File: config.mk
export PLATFORM = sky130hd
export DESIGN_NAME = sync_fifo_flags
export DESIGN_NICKNAME = d
export VERILOG_FILES = /design/src/rtl/fifo_pkg.sv /design/src/rtl/fifo_mem.sv /design/src/rtl/sync_fifo_flags.sv
export SDC_FILE = /design/constraint.sdc
export NUM_CORES = 1
export LEC_CHECK = 0
export ABC_AREA = 1
export BUFFER_PORTS_ARGS = -buffer_cell sky130_fd_sc_hd__buf_2
export CAP_MARGIN = 10
export CORE_AREA = 2 2 169 171
export DETAILED_ROUTE_END_ITERATION = 10
export DIE_AREA = 0 0 171 173
export HOLD_SLACK_MARGIN = 0.12
export SLEW_MARGIN = 15
export SYNTH_ARGS = -nofsm -noshare
export SYNTH_HDL_FRONTEND = slang
export SYNTH_SLANG_ARGS = --single-unit
File: constraint.sdc
create_clock -name clk -period 4.25 [get_ports clk]
set_input_delay 0.425 -clock clk [delete_from_list [all_inputs] [get_ports clk]]
set_output_delay 0.425 -clock clk [all_outputs]
set_load 0.03 [all_outputs]
File: src/rtl/fifo_pkg.sv
// Shared definitions for the synchronous FIFO family: read-mode selectors
// and a parameter sanity helper used at elaboration time.
package fifo_pkg;

    localparam int FIFO_MODE_STD  = 0;
    localparam int FIFO_MODE_FWFT = 1;

    // True when value is a power of two and at least 2.
    function automatic bit is_pow2(input int value);
        return (value >= 2) && ((value & (value - 1)) == 0);
    endfunction

endpackage

File: src/rtl/fifo_mem.sv
// FIFO storage: one synchronous write port, one asynchronous read port.
// The array has no reset; occupancy is tracked entirely by the controller.
module fifo_mem #(
    parameter int DATA_WIDTH = 8,
    parameter int DEPTH      = 16,
    parameter int AW         = $clog2(DEPTH)
) (
    input  logic                  clk,
    input  logic                  we,
    input  logic [AW-1:0]         waddr,
    input  logic [DATA_WIDTH-1:0] wdata,
    input  logic [AW-1:0]         raddr,
    output logic [DATA_WIDTH-1:0] rdata
);

    logic [DATA_WIDTH-1:0] mem [DEPTH];

    // Store the write word on the rising edge when the controller accepts it.
    always_ff @(posedge clk) begin
        if (we) begin
            mem[waddr] <= wdata;
        end
    end

    assign rdata = mem[raddr];

endmodule

File: src/rtl/sync_fifo_flags.sv
// Single-clock FIFO controller with occupancy count, full/empty and
// almost-full/almost-empty flags, sticky overflow/underflow errors, and a
// selectable standard (registered) or first-word-fall-through read mode.
module sync_fifo_flags
    import fifo_pkg::*;
#(
    parameter int DATA_WIDTH = 8,
    parameter int DEPTH      = 16,
    parameter int FWFT       = FIFO_MODE_STD,
    parameter int AF_THRESH  = DEPTH - 2,
    parameter int AE_THRESH  = 2
) (
    input  logic                       clk,
    input  logic                       rst_n,
    input  logic                       wr_en,
    input  logic [DATA_WIDTH-1:0]      din,
    input  logic                       rd_en,
    input  logic                       err_clr,
    output logic [DATA_WIDTH-1:0]      dout,
    output logic                       full,
    output logic                       empty,
    output logic                       almost_full,
    output logic                       almost_empty,
    output logic [$clog2(DEPTH):0]     count,
    output logic                       overflow,
    output logic                       underflow
);

    localparam int AW = $clog2(DEPTH);
    localparam int CW = AW + 1;

    localparam logic [CW-1:0] DEPTH_C = CW'(DEPTH);
    localparam logic [CW-1:0] AF_C    = CW'(AF_THRESH);
    localparam logic [CW-1:0] AE_C    = CW'(AE_THRESH);
    localparam logic [CW-1:0] PTR_ONE = CW'(1);
    localparam bit            IS_FWFT = (FWFT == FIFO_MODE_FWFT);

    // Reject illegal configurations while elaborating.
    if (!is_pow2(DEPTH)) begin : g_bad_depth
        $error("sync_fifo_flags: DEPTH must be a power of two and >= 2");
    end
    if (AF_THRESH > DEPTH) begin : g_bad_af
        $error("sync_fifo_flags: AF_THRESH must not exceed DEPTH");
    end
    if (AE_THRESH >= DEPTH) begin : g_bad_ae
        $error("sync_fifo_flags: AE_THRESH must be below DEPTH");
    end
    if (FWFT != FIFO_MODE_STD && FWFT != FIFO_MODE_FWFT) begin : g_bad_mode
        $error("sync_fifo_flags: FWFT must be 0 or 1");
    end

    // Pointers carry one extra wrap bit so full and empty are distinguishable.
    logic [CW-1:0]         wr_ptr;
    logic [CW-1:0]         rd_ptr;
    logic                  wr_acc;
    logic                  rd_acc;
    logic [DATA_WIDTH-1:0] rdata;
    logic [DATA_WIDTH-1:0] dout_q;

    assign count        = wr_ptr - rd_ptr;
    assign empty        = (count == '0);
    assign full         = (count == DEPTH_C);
    assign almost_full  = (count >= AF_C);
    assign almost_empty = (count <= AE_C);

    // A full FIFO refuses writes even if a read frees a slot in the same
    // cycle; an empty FIFO refuses reads even if a write lands concurrently.
    assign wr_acc = wr_en && !full;
    assign rd_acc = rd_en && !empty;

    fifo_mem #(
        .DATA_WIDTH (DATA_WIDTH),
        .DEPTH      (DEPTH),
        .AW         (AW)
    ) u_mem (
        .clk   (clk),
        .we    (wr_acc),
        .waddr (wr_ptr[AW-1:0]),
        .wdata (din),
        .raddr (rd_ptr[AW-1:0]),
        .rdata (rdata)
    );

    // Advance the pointers on accepted operations only.
    always_ff @(posedge clk or negedge rst_n) begin
        if (!rst_n) begin
            wr_ptr <= '0;
            rd_ptr <= '0;
        end else begin
            if (wr_acc) begin
                wr_ptr <= wr_ptr + PTR_ONE;
            end
            if (rd_acc) begin
                rd_ptr <= rd_ptr + PTR_ONE;
            end
        end
    end

    // Output register: in standard mode it captures the head on an accepted
    // read; in FWFT mode it shadows the live head so the last word stays
    // visible once the FIFO drains.
    always_ff @(posedge clk or negedge rst_n) begin
        if (!rst_n) begin
            dout_q <= '0;
        end else if (IS_FWFT ? !empty : rd_acc) begin
            dout_q <= rdata;
        end
    end

    assign dout = (IS_FWFT && !empty) ? rdata : dout_q;

    // Sticky error flags; a new error event takes priority over a clear.
    always_ff @(posedge clk or negedge rst_n) begin
        if (!rst_n) begin
            overflow  <= 1'b0;
            underflow <= 1'b0;
        end else begin
            if (wr_en && full) begin
                overflow <= 1'b1;
            end else if (err_clr) begin
                overflow <= 1'b0;
            end
            if (rd_en && empty) begin
                underflow <= 1'b1;
            end else if (err_clr) begin
                underflow <= 1'b0;
            end
        end
    end

endmodule

==> results.sh, run 1 <==
export IMPL_die_y_um=173
export IMPL_vdd_ir_drop_max_mv=0.3198
export IMPL_crit_fanout=21
export IMPL_critPathMostFrequentCell="nand2_1"
export IMPL_tritoncts="done"
export IMPL_avgSynthCellArea_um2=9.640
export IMPL_grt_overflow_total=0
export IMPL_drc=0
export IMPL_cpMaxStageDelayCell="nor2_1"
export IMPL_fmax_ghz=0.2976
export IMPL_nets=757
export IMPL_rsz0062_at_grt="false"
export IMPL_slew_viol_final=0
export IMPL_cp_num_buf_inv=1
export IMPL_routedWlPerCell_um=14.55
export IMPL_ys_warn_count=0
export IMPL_cp_top_family="simple AND/OR/NAND/NOR gates"
export IMPL_post_route_util=0.2887
export IMPL_clock_sinks=148
export IMPL_synth_ff_type="edfxtp_1"
export IMPL_synth_edf_count=128
export IMPL_grt_pass1_wl_mm=26.02
export IMPL_power_density_nw_per_um2=749.1
export IMPL_regArea_um2=4345
export IMPL_drt_total_wl_mm=16.35
export IMPL_criticalPathCategory="flop to flop"
export IMPL_synthArstFlopShare=0.1351
export IMPL_worst_endpoint_arrival_ps=3420
export IMPL_slowest_delay_ps=660
export IMPL_layout_drive_gt1_share=0.1126
export IMPL_drt_pass1_iterations=5
export IMPL_antenna_found_initial=0
export IMPL_postCtsSetupBuffers=0
export IMPL_die_w_um=171
export IMPL_gp_congestion=0.8264
export IMPL_fin_skew_ps=10.52
export IMPL_hold_viol_final=0
export IMPL_path_clk_slew_ps=60
export IMPL_start_kind="flop"
export IMPL_fin_setup_tns_ps=0
export IMPL_critical_path_required_ps=4310
export IMPL_drt_iter0_markers=413
export IMPL_multiInputGateArea_um2=1977
export IMPL_synth_top_cell_by_area="edfxtp_1"
export IMPL_syn_num_nets=731
export IMPL_cp_end_kind="flop"
export IMPL_netlist_instances=708
export IMPL_synth_commonest_cells="286 x nand2_1, 128 x edfxtp_1, 87 x inv_1, 72 x nand3_1, 38 x nor2_1"
export IMPL_status="complete, no violations"
export IMPL_root_buffer="clkbuf_16"
export IMPL_max_cap_violations=0
export IMPL_leakage_uw=0.003415
export IMPL_insertion_delay_ps=430
export IMPL_initial_core_util=0.2470
export IMPL_dp_final_hpwl_mm=10.66
export IMPL_worst_pin_slew_ps=1074
export IMPL_die_area_um2=29580
export IMPL_grt_usage=0.1172
export IMPL_core_area_um2=27630
export IMPL_slew_headroom=0.2837
export IMPL_min_period_ps=3360
export IMPL_hp_class="input pin to flop"
export IMPL_num_fill_cells=2955
export IMPL_ioPinCount=32
export IMPL_area_growth_pct=16.88
export IMPL_yosysTopAreaCellShare=0.5632
export IMPL_synth_cell_types=25
export IMPL_rows=61
export IMPL_portBuffers=31
export IMPL_ys_ff_latch=148
export IMPL_numCtsBuffers=17
export IMPL_clk_path_buf_depth=2
export IMPL_num_antenna_cells=0
export IMPL_grt_max_degree=69
export IMPL_yosysMostFrequentCell="nand2_1"
export IMPL_vias_per_cell=4.183
export IMPL_num_vias=4702
export IMPL_synth_area_um2=6825
export IMPL_antenna_left=0
export IMPL_yosysSeqAreaShare=0.6365
export IMPL_path_cells="clkinv_1 > ha_1 > a21oi_2 > nand2_1 > nand2_1 > nand2_4 > nand3_4 > nand2_2 > nor2_1"
export IMPL_grt_pass1_vias=4780
export IMPL_yosys_top_cells_area="edfxtp_1 56%, nand2_1 16%, dfrtp_1 7.3%"
export IMPL_h_tree_depth=4
export IMPL_fin_crit_sh=0.7907
export IMPL_finalSetupViolCount=0
## layer usage
metal / GRT usage / wire length [um] / vias to the layer above
li1: - / - / 2304
met1: 0.1581 / 7510 / 2267
met2: 0.1868 / 7764 / 119
met3: 0.03250 / 953 / 12
met4: 0.02719 / 123 / 0
met5: 0 / 0 / -
## flip-flops by register name, summed over array words and instances, names as in the netlist
name       cells
underflow      1
dout           8
rd_ptr         5
u_mem.mem    128
wr_ptr         5
overflow       1
## power by group
part | switching, uW | internal (uW)
Clock | 598 | 1050
Sequential | 111 | 1790
Combinational | 1750 | 676
## worst register-to-register path, delay by kind of cell, from the launching register on
kind	cells	cell delay (ps)
adders and majority gates	1	460
DFF	1	610
buffers and inverters	1	350
AOI/OAI and AO/OA	1	190
and+or+nand+nor	6	1380
## per-stage QoR
stage | instance area [um^2] | total power [uW] | hold slack, ps | cells | worst slack (ps)
2_1_floorplan | 6825 | 3753 | 129.4 | 708 | 1301
3_3_place_gp | 7318 | 4345 | 429.4 | 1092 | 983.2
3_5_place_dp | 7318 | 4358 | 440.0 | 1092 | 963.1
4_1_cts | 7978 | 6012 | 186.0 | 1124 | 939.1
5_1_grt | 7978 | 6390 | 188.8 | 1124 | 575.7
6_report | 7978 | 5976 | 199.4 | 1124 | 889.7
## worst paths after layout
| check | slack [ps] | from | cells after the start | to |
|---|---|---|---|---|
| max in group asynchronous | 3360 | rst_n | 2 | rd_ptr[0]$_DFFE_PN0P_ |
| max | 890 | rd_ptr[2]$_DFFE_PN0P_ | 9 | u_mem.mem[4][6]$_DFFE_PP_ |
| max reg2reg | 890 | rd_ptr[2]$_DFFE_PN0P_ | 9 | u_mem.mem[4][6]$_DFFE_PP_ |
| min | 200 | err_clr | 2 | underflow$_DFFE_PN0P_ |
| min in group asynchronous | 510 | rst_n | 2 | overflow$_DFFE_PN0P_ |
| min reg2reg | 470 | dout[0]$_DFFE_PN0P_ | 2 | dout[0]$_DFFE_PN0P_ |
## area by class of cell
type / instances / share of cell area
repair buffers: 34 / 0.02258
inverters: 94 / 0.04423
multi-input cells: 439 / 0.2478
flip-flops and latches: 148 / 0.5447
clock inverters: 14 / 0.02807
well taps: 378 / 0.05928
clock buffers: 17 / 0.05332
## cell usage in the layout (no fill, tap or decap)
cell type / instances
nand2_1: 286
edfxtp_1: 128
inv_1: 87
nand3_1: 72
nor2_1: 38
buf_2: 31
dfrtp_1: 19
clkbuf_16: 17
o21ai_0: 10
ha_1: 9
xor2_1: 6
bufinv_16: 5
inv_6: 5
inv_2: 4
clkinvlp_4: 4
nand3_2: 3
clkinv_1: 3
a21oi_2: 2
nand2_2: 2
nor2_4: 2
nand2_4: 2
nand3_4: 2
nor2_2: 2
buf_4: 2
nor4_1: 1
o22ai_1: 1
fa_1: 1
dlygate4sd3_1: 1
dfrtp_2: 1
## logic make-up (layout without fill, tap and decap cells)
kind of cell,after synthesis,after routing,synth area share
buffers and inverters,121,159,0.07388
DFF,148,148,0.6365
AOI/OAI and AO/OA,13,13,0.01082
and+or+nand+nor,410,410,0.2517
xor gates and xnor gates,6,6,0.007699
adders and majority gates,10,10,0.01943
## repair_timing
action	4_1_cts	5_1_grt
hold endpoints to repair	20	0
gates resized for setup	0	0
hold buffers	1	0
Note: power is estimated with default switching activity, not from simulation.
==> inputs of run 2 (changes only) <==
Clock period 4.25 ns to 2.75 ns, I/O delays scaled along.
==> results.sh, run 2 (same netlist as run 1, synthesis figures left out) <==
export IMPL_area_growth_pct=19.27
export IMPL_num_fill_cells=2921
export IMPL_worst_endpoint_arrival_ps=2340
export IMPL_die_y_um=173
export IMPL_vias_per_cell=4.157
export IMPL_grt_max_degree=69
export IMPL_hp_class="input pin to flop"
export IMPL_criticalPathCategory="flop to output port"
export IMPL_num_antenna_cells=0
export IMPL_regArea_um2=4345
export IMPL_start_kind="flop"
export IMPL_ioPinCount=32
export IMPL_grt_overflow_total=0
export IMPL_drt_pass1_iterations=5
export IMPL_critical_path_required_ps=2480
export IMPL_min_period_ps=2611
export IMPL_h_tree_depth=4
export IMPL_dp_final_hpwl_mm=11.04
export IMPL_tritoncts="done"
export IMPL_postPlaceCellArea_um2=7526
export IMPL_final_common_cell="nand2_1"
export IMPL_rsz0062_at_grt="false"
export IMPL_grt_usage=0.1162
export IMPL_fin_skew_ps=5.914
export IMPL_fin_crit_sh=0.9494
export IMPL_multiInputGateArea_um2=2002
export IMPL_layout_drive_gt1_share=0.1543
export IMPL_grt_pass1_vias=4694
export IMPL_routedWlPerCell_um=14.33
export IMPL_total_power_uw=9164
export IMPL_nets=783
export IMPL_hold_viol_final=0
export IMPL_max_cap_violations=0
export IMPL_slew_viol_final=0
export IMPL_fin_hold_ws_ps=184.1
export IMPL_worst_pin_slew_ps=715.6
export IMPL_post_route_util=0.2946
export IMPL_slew_headroom=0.5230
export IMPL_max_flop_register="u_mem.mem"
export IMPL_vdd_ir_drop_max_mv=0.4536
export IMPL_grt_pass1_wl_mm=25.84
export IMPL_drc=0
export IMPL_mostFrequentLayoutCells="285 x nand2_1, 128 x edfxtp_1, 84 x inv_1, 72 x nand3_1, 31 x nor2_1"
export IMPL_finalSetupViolCount=0
export IMPL_initial_core_util=0.2470
export IMPL_cp_end_kind="output port"
export IMPL_portBuffers=31
export IMPL_path_clk_slew_ps=60
export IMPL_num_vias=4776
export IMPL_leakage_uw=0.003523
export IMPL_die_area_um2=29580
export IMPL_root_buffer="clkbuf_16"
export IMPL_power_density_nw_per_um2=1126
export IMPL_fin_area_um2=8140
export IMPL_antenna_found_initial=0
export IMPL_crit_fanout=4
export IMPL_status="complete, no violations"
export IMPL_die_w_um=171
export IMPL_insertion_delay_ps=420
export IMPL_fin_setup_tns_ps=0
export IMPL_drt_total_wl_mm=16.47
export IMPL_largest_reg_flops=128
export IMPL_fmax_ghz=0.3830
export IMPL_clock_sinks=148
export IMPL_drt_iter0_markers=406
export IMPL_rows=61
export IMPL_gp_congestion=0.8920
export IMPL_clk_path_buf_depth=2
export IMPL_numCtsBuffers=17
export IMPL_antenna_left=0
export IMPL_core_area_um2=27630
==> run 2: changes by cell type in the layout (fill, tap and decap cells not counted), sizes merged <==
cell,delta
clkinvlp,-2
inv,-5
dlygate4sd3,+1
clkinv,+8
bufinv,-2
buf,+25
==> run 2: stage by stage <==
stage	cells	setup WS (ps)
5_1_grt	1149	7.243
4_1_cts	1149	3.128
2_1_floorplan	708	-70.82
3_3_place_gp	1116	301.6
3_5_place_dp	1116	257.0
6_report	1149	139.2
==> run 2: worst paths after layout <==
| kind | from | endpoint | slack (ps) | cells past startpoint |
|---|---|---|---|---|
| worst max register to register | wr_ptr[0]$_DFFE_PN0P_ | u_mem.mem[6][4]$_DFFE_PP_ | 290 | 13 |
| worst min register to register | dout[5]$_DFFE_PN0P_ | dout[5]$_DFFE_PN0P_ | 470 | 2 |
| worst min-delay path | wr_en | wr_ptr[3]$_DFFE_PN0P_ | 180 | 3 |
| max in group asynchronous | rst_n | rd_ptr[0]$_DFFE_PN0P_ | 2040 | 2 |
| min in group asynchronous | rst_n | rd_ptr[3]$_DFFE_PN0P_ | 350 | 2 |
| worst max-delay path | wr_ptr[0]$_DFFE_PN0P_ | empty | 140 | 10 |
==> run 2: cell type report <==
cell class | count | share of cell area
Sequential cell | 148 | 0.5338
Multi-Input combinational cell | 439 | 0.2459
Tap cell | 378 | 0.05810
Clock buffer | 17 | 0.05226
Timing Repair Buffer | 60 | 0.04903
Inverter | 94 | 0.04334
Clock inverter | 13 | 0.01752
==> run 2: repair_timing <==
action	4_1_cts	5_1_grt
hold endpoints to repair	22	0
pin swaps	1	2
endpoints found under the setup margin	2	4
gates resized for setup	3	7
hold buffers	2	0
buffers inserted	1	1
==> run 2: critical path, cell delays in order, from the launching register on <==
cell,delay [ps]
dfrtp_1,390
inv_2,90
ha_2,160
inv_1,70
fa_2,500
inv_2,80
nand2_2,60
nor2_4,160
nand3_2,90
nor2_2,110
buf_2,210
==> run 2: layer usage <==
metal  part of all wire  routed length (um)  global-route usage
met5                  0                   0                   0
met4              0.017                 276             0.03672
met3              0.056                 921             0.02976
met2               0.46                7499              0.1744
met1               0.47                7774              0.1637
==> run 2: where the power goes <==
| part | leakage [uW] | switching [uW] | internal (uW) |
|---|---|---|---|
| Combinational | 0.00184 | 2780 | 1210 |
| Sequential | 0.00141 | 143 | 2760 |
| Clock | 0.000279 | 867 | 1400 |
| Total | 0.00352 | 3790 | 5370 |
